File: config.mk
export PLATFORM = sky130hd
export DESIGN_NAME = target_spawner
export DESIGN_NICKNAME = d
export VERILOG_FILES = /design/src/rtl/target_spawner.sv
export SDC_FILE = /design/constraint.sdc
export NUM_CORES = 1
export LEC_CHECK = 0
export ABC_CLOCK_PERIOD_IN_PS = 3850
export BUFFER_PORTS_ARGS = -buffer_cell sky130_fd_sc_hd__clkbuf_2
export CAP_MARGIN = 20
export CORE_ASPECT_RATIO = 0.5
export CORE_MARGIN = 2
export CORE_UTILIZATION = 59
export DETAILED_ROUTE_END_ITERATION = 10
export PLACE_DENSITY = 0.83
export SLEW_MARGIN = 5
export SYNTH_ARGS = -nofsm -noshare
export SYNTH_HDL_FRONTEND = slang
export SYNTH_SLANG_ARGS = --single-unit
File: constraint.sdc
create_clock -name clk -period 3.85 [get_ports clk]
set_clock_uncertainty 0.05 [all_clocks]
set_input_delay 0.385 -clock clk [delete_from_list [all_inputs] [get_ports clk]]
set_output_delay 0.385 -clock clk [all_outputs]
set_load 0.01 [all_outputs]
File: src/rtl/target_spawner.sv
// Five-lane target game core: spawns lit targets from the LFSR pattern,
// ages them on tick, scores button hits and ends the game on too many misses.
module target_spawner #(
    parameter int unsigned LIFE_TICKS = 8,
    parameter int unsigned MAX_MISS   = 5
) (
    input  logic       clk,
    input  logic       rst,
    input  logic       tick,
    input  logic       start,
    input  logic [1:0] level,
    input  logic [4:0] prn,
    input  logic       easy_t,
    input  logic       normal_t,
    input  logic       extreme_t,
    input  logic [4:0] btn,
    output logic [4:0] lit,
    output logic [7:0] score,
    output logic [3:0] misses,
    output logic       game_over,
    output logic [1:0] state
);

    typedef enum logic [1:0] {
        S_IDLE = 2'b00,
        S_RUN  = 2'b01,
        S_OVER = 2'b10
    } state_e;

    localparam logic [3:0] LOAD = 4'(LIFE_TICKS - 1);
    localparam logic [4:0] MAXM = 5'(MAX_MISS);

    state_e          state_q, state_d;
    logic [4:0]      lit_q, lit_d;
    logic [7:0]      score_q, score_d;
    logic [3:0]      misses_q, misses_d;
    logic            over_q;
    logic [4:0]      btn_q;
    logic [4:0][3:0] timer_q, timer_d;

    logic       permit;
    logic [4:0] hit, expire, spawn;
    logic [8:0] score_sum;
    logic [4:0] miss_sum;

    function automatic logic [2:0] pop5(input logic [4:0] v);
        logic [2:0] n;
        n = 3'd0;
        for (int i = 0; i < 5; i++) n = n + {2'b00, v[i]};
        return n;
    endfunction

    always_comb begin
        permit = easy_t;
        if (level[1])      permit = extreme_t;
        else if (level[0]) permit = normal_t;
    end

    always_comb begin
        state_d   = state_q;
        lit_d     = lit_q;
        score_d   = score_q;
        misses_d  = misses_q;
        timer_d   = timer_q;
        hit       = 5'b0;
        expire    = 5'b0;
        spawn     = 5'b0;
        score_sum = 9'd0;
        miss_sum  = 5'd0;
        case (state_q)
            S_IDLE, S_OVER: begin
                lit_d = 5'b0;
                if (start) begin
                    state_d  = S_RUN;
                    score_d  = 8'd0;
                    misses_d = 4'd0;
                    timer_d  = '0;
                end
            end
            S_RUN: begin
                hit = btn & ~btn_q & lit_q;
                if (tick) begin
                    for (int i = 0; i < 5; i++)
                        expire[i] = lit_q[i] & ~hit[i] & (timer_q[i] == 4'd0);
                    // lit lanes (incl. ones expiring now) never re-spawn
                    if (permit) spawn = prn & ~lit_q;
                end
                for (int i = 0; i < 5; i++) begin
                    if (hit[i] || expire[i])
                        timer_d[i] = 4'd0;
                    else if (spawn[i])
                        timer_d[i] = LOAD;
                    else if (tick && lit_q[i])
                        timer_d[i] = timer_q[i] - 4'd1;
                end
                lit_d     = (lit_q & ~hit & ~expire) | spawn;
                score_sum = {1'b0, score_q} + {6'd0, pop5(hit)};
                score_d   = score_sum[8] ? 8'hFF : score_sum[7:0];
                miss_sum  = {1'b0, misses_q} + {2'b00, pop5(expire)};
                if (miss_sum >= MAXM) begin
                    misses_d = MAXM[3:0];
                    state_d  = S_OVER;
                    lit_d    = 5'b0;
                end else begin
                    misses_d = miss_sum[3:0];
                end
            end
            default: begin
                state_d = S_IDLE;
                lit_d   = 5'b0;
            end
        endcase
    end

    always_ff @(posedge clk or posedge rst) begin
        if (rst) begin
            state_q  <= S_IDLE;
            lit_q    <= 5'b0;
            score_q  <= 8'd0;
            misses_q <= 4'd0;
            over_q   <= 1'b0;
            btn_q    <= 5'b0;
            timer_q  <= '0;
        end else begin
            state_q  <= state_d;
            lit_q    <= lit_d;
            score_q  <= score_d;
            misses_q <= misses_d;
            over_q   <= (state_d == S_OVER);
            btn_q    <= btn;
            timer_q  <= timer_d;
        end
    end

    assign lit       = lit_q;
    assign score     = score_q;
    assign misses    = misses_q;
    assign game_over = over_q;
    assign state     = state_q;

endmodule

### Word level (Yosys, flattened, before mapping)

Cells that the tools add are included.

* register bits: 45
* input bits: 19
* output and inout port bits: 20
* logic and storage cells: 120

* $add $sub $neg: 15
* $lt $le $gt $ge: 1
* equal/unequal tests: 9
* multiplexer cells: 35
* bitwise gates (word level): 25
* reductions and logical operators: 24

Operators by type and width (number)
* two-way mux 4 bit: 17
* case mux 20 bit (2 select lines): 1
* two-way mux 5 bit: 7
* AND 5 bit: 5
* zero test 4 bit: 5
* two-way mux 20 bit: 1
* != test 4 x 3 -> 1 bit, second input constant: 5
* inverter 5 bit: 4
* subtractor 4 x 1 -> 4 bit, second input constant: 5
* two-way mux 8 bit: 2
* case mux 8 bit (2 select lines): 1
* AND reduction 3 bit: 5
* adder 3 x 1 -> 3 bit: 4
* AND 1 bit: 10
* adder 8 x 3 -> 9 bit: 1
* case mux 4 bit (2 select lines): 1
* adder 2 x 1 -> 3 bit: 2
* adder 4 x 3 -> 5 bit: 1
* >= comparator 5 x 3 -> 1 bit, second input constant: 1
* logical AND 1 bit: 5
* logical OR 1 bit: 5
* inverter 1 bit: 5
* bitwise OR 5 bit: 1
* adder 1 x 1 -> 2 bit: 2
* 10 further kinds: 13

### Depth between registers and ports, before layout

* word-level depth: 17
* mapped depth: 15
* mapped depth without buffers: 15

### Worst setup path before layout

Ideal clock, no wire load.

* path kind: register -> register
* start: reg timer_q[4] (netlist name)
* end: reg misses_q[1] (netlist: misses[1])
* setup time: 0.079 ns
* data arrival time: 3.333 ns
* required time: 3.721 ns
* slack: 0.387 ns
* stages on the path, launching flop included: 16
* buffers on the path: 0
* period minus slack after synthesis: 3.463 ns
* cells stage by stage: dfrtp_1 -> inv_1 -> ha_1 -> and4bb_1 -> and3_1 -> fa_1 -> inv_1 -> fa_1 -> inv_1 -> ha_1 -> inv_1 -> fa_1 -> nand2b_1 -> a31oi_1 -> o211ai_1 -> o21ai_1

* word-level cells in the longest chain between the ends: 12

RTL lines
* from (decl): line 39 `logic [4:0][3:0] timer_q, timer_d;`
* from (signal assigned): line 131 `timer_q <= timer_d;`
* zero test 4 bit (*): line 84 `expire[i] = lit_q[i] & ~hit[i] & (timer_q[i] == 4'd0);`
* AND 1 bit (*): line 84
* two-way mux 5 bit (*): line 82 `if (tick) begin`
* two-way mux 5 bit (*): line 70 `case (state_q)`
* adder 1 x 1 -> 2 bit (*): line 49 `for (int i = 0; i < 5; i++) n = n + {2'b00, v[i]};`
* adder 2 x 1 -> 3 bit (*): line 49
* adder 3 x 1 -> 3 bit (*) (2 in series): line 49
* adder 4 x 3 -> 5 bit (*): line 99 `miss_sum = {1'b0, misses_q} + {2'b00, pop5(expire)};`
* >= comparator 5 x 3 -> 1 bit: line 100 `if (miss_sum >= MAXM) begin`
* two-way mux 4 bit (*): line 100
* case mux 4 bit (2 select lines) (*): line 70
* to (signal assigned): line 128 `misses_q <= misses_d;`
* to (decl): line 36 `logic [3:0] misses_q, misses_d;`

Every way passes the cells marked *; elsewhere a longest branch is shown, timed or not. The select of a mux whose other input is x is not followed.
A chain may end at the register's enable or synchronous reset.

### Worst setup path after layout

* start: reg timer_q[4] (netlist name)
* end: reg lit_q[4] (netlist: lit[4])

* word-level cells in the longest chain between the ends: 12

RTL lines
* zero test 4 bit: line 84
* AND 1 bit: line 84
* two-way mux 5 bit: line 82
* two-way mux 5 bit: line 70
* adder 1 x 1 -> 2 bit: line 49
* adder 2 x 1 -> 3 bit: line 49
* adder 3 x 1 -> 3 bit (2 in series): line 49
* adder 4 x 3 -> 5 bit: line 99
* >= comparator 5 x 3 -> 1 bit: line 100
* two-way mux 5 bit: line 100
* two-way mux 5 bit: line 70
* via lit_d[4]: line 34 `logic [4:0] lit_q, lit_d;`
* to (signal assigned): line 126 `lit_q <= lit_d;`
* to (decl): line 34

The timed path passes the listed nets, and every way through them passes these cells. The select of a mux whose other input is x is not followed.

==> impl_metrics.yaml <==
place:
  placed_cells: 423
  hpwl_um: 5420
  place.gp.congestion: 0.845
  place.port_buffers: 38
  post-place-ws_ns: -0.0200
routing:
  drt-initial-drc-count: 335
  ant_nets: 0
  drcViolationCount: 0
  viasPerCell: 6.39
  dr.pass1.iters: 5
  num_vias: 2826
  drt_wl_total_um: 8270
  wire_per_inst_um: 18.7
clock_network:
  cts.sinks: 45
  htreeDepth: 2
  cts-root-buf: "clkbuf_8"
  clk_pin_slew_worst_paths_ns: 0.09
  cts_tree: "yes"
  worstSkewPairLatency_ns: 0.30
  clockBufferDepth: 2
  numCtsBuffers: 5
synth:
  syn_avg_cell_area_um2: 9.60
  ys_types: 52
  yosys_most_used_dff: "dfrtp_1"
  synth_area_leader_cell: "dfrtp_1"
  syn_area_um2: 3140
  yosys_warnings: 0
  synth.net_count: 370
  synthTopCellsByArea: "dfrtp_1 (36%), a21oi_1 (7.3%), ha_1 (7.2%), fa_1 (3.8%), inv_1 (3.2%)"
  ys_top_cells_by_count: "a21oi_1 (46), dfrtp_1 (45), inv_1 (27)"
  synthArstFlopShare_pct: 100
  synth-seq-cells: 45
  syn_inst: 327
  synth_enable_flop_cells: 0
  ys_seq_area_share_pct: 35.9
  synth_top_area_share_pct: 35.9
  yosys.cell_count.top_type: "a21oi_1"
run_status:
  status: "finished, violations left"
  violations: "setup timing"
hold_path:
  hold_path_end: "btn_q[0]"
  hold_path_startpoint: "btn[0]"
  hp-class: "input pin to flip-flop"
  hold_path_depth: 1
setup_path:
  crit_start: "timer_q[4]"
  crit_slowest_cell: "fa_1"
  endpoint_kind: "flip-flop"
  path_delay_family: "adder cells"
  cp-start-kind: "flip-flop"
  crit-reg2reg-launch: "timer_q[4]"
  crit_fanout: 6
  cp_cell_sequence: "inv_2, ha_4, and4bb_2, and3_4, fa_1, inv_2, fa_1, inv_1, ha_2, inv_2, fa_1, nand2b_1, a31oi_2, o211ai_1, buf_4, a21oi_2"
  r2r_slack_ns: -0.002
  worstPathRequired_ns: 4.03
  slowest_delay_ns: 0.55
  path_class: "flip-flop to flip-flop"
  crit_buf_inv: 5
  r2r_cells: 16
  arrival_ns: 4.03
  r2r_end: "lit[4]"
layout:
  antenna_cells: 0
  nets: 414
  drive_gt1_share_pct: 26.6
  fillers: 351
  area_delta_synth_final_pct: 15.2
  fin_cells: 442
job:
  drv_cap: 0
sta:
  max_freq_mhz: 260
  hold_viol: 0
  slew_headroom_pct: 42.4
  fin_crit_ns: 3.85
  rsz0062_at_grt: "yes"
  max_slew.worst_pin.slew_ns: 0.862
  maxSlewViolCount: 0
  period_share_pct: 100
  finalSetupViolCount: 1
  setup_slack_ns: -0.00172
power:
  worst_ir_drop_vdd_v: 0.000493
  p_per_area_nw_per_um2: 701
  power.leakage_nw: 1.69
grt:
  grt_max_degree: 46
  grt-ovfl-total: 0
  grt_first_pass_wirelength_um: 12700
  antenna_found_initial: 0
  grt_usage_pct: 27.2
  grt_pass1_vias: 2600
floorplanning:
  die_w_um: 107
  start_util_pct: 62.5
  core_area_um2: 5020
  die_area_um2: 5960
  die-height_um: 55.6
  num_io_pins: 39
  rows: 18
-- registers in the layout (all words and copies together), names as in the netlist --
register	count
timer_q	20
score	8
btn_q	5
lit	5
misses	4
state	2
game_over	1
-- report_power, final --
group | internal, W | switching [W]
Clock | 0.000212 | 0.000165
Sequential | 0.000645 | 0.000196
Combinational | 0.000565 | 0.000751
-- logic make-up after synthesis --
kind of cell    after synthesis  share of synthesized area (%)
compound gates               96                           23.5
flops                        45                           35.9
simple gates                114                           21.9
xor+xnor                      1                          0.279
fa+ha+maj                    24                           11.0
buf+inv                      44                           6.41
mux                           3                           1.12
-- metal layers --
layer	share of wire (%)	GRT usage (%)
met5	0	0
met4	1.8	6.86
met3	7.4	5.15
met2	48	44.6
met1	42	37.4
-- repair_timing --
action,4_1_cts,5_1_grt
pin swaps,0,7
endpoints found under the hold margin,0,5
gates resized for setup,1,15
setup buffers,2,7
hold buffers,0,1
endpoints found under the setup margin,7,10
-- final cells by class --
cell class	instances	area (µm²)	share of cell area, %
Clock buffer	7	86.3	2.39
Clock inverter	1	30.0	0.830
Inverter	27	101	2.80
Multi-Input combinational cell	238	1860	51.4
Sequential cell	45	1130	31.1
Tap cell	70	87.6	2.42
Timing Repair Buffer	54	325	8.99
-- cells in the final DEF (no fill, tap or decap), types with 4 or more instances in the layout --
cell / instances
clkbuf_8: 6
inv_1: 22
nor2_1: 5
nand3b_1: 4
buf_4: 14
a21oi_2: 4
o2111ai_2: 5
a21o_1: 11
nand4_1: 12
clkbuf_2: 38
ha_1: 16
nor4_1: 5
o21ai_0: 4
or3b_1: 4
nor2b_1: 11
a21oi_1: 42
fa_1: 6
nand2b_1: 10
dfrtp_1: 45
o31ai_4: 4
o21ba_1: 5
nand2_1: 19
nand2_2: 4
inv_2: 5
nand3_1: 19
o311ai_2: 4
-- stage by stage --
step                setup TNS [ns]  hold WS (ns)  cell area [µm²]  total power (W)  utilization, %
floorplan                        0         0.366             3140          0.00171               -
global placement                 0         0.446             3360          0.00193            66.8
detailed placement         -0.0697         0.450             3360          0.00200            66.8
CTS                              0         0.166             3490          0.00241            69.6
global route                -0.730         0.157             3620          0.00271            72.0
finish                    -0.00172         0.169             3620          0.00253            72.0
-- worst max-delay path by stage --
| stage | end | slack (ns) | cells past startpoint |
|---|---|---|---|
| floorplan | misses[1] | 0.39 | 15 |
| global placement | lit[3] | 0.18 | 15 |
| detailed placement | misses[1] | -0.02 | 15 |
| CTS | misses[1] | 0.002 | 16 |
| global route | lit[4] | -0.13 | 16 |
| finish | lit[4] | -0.002 | 16 |
No activity file was read; power rests on OpenSTA's default activity.
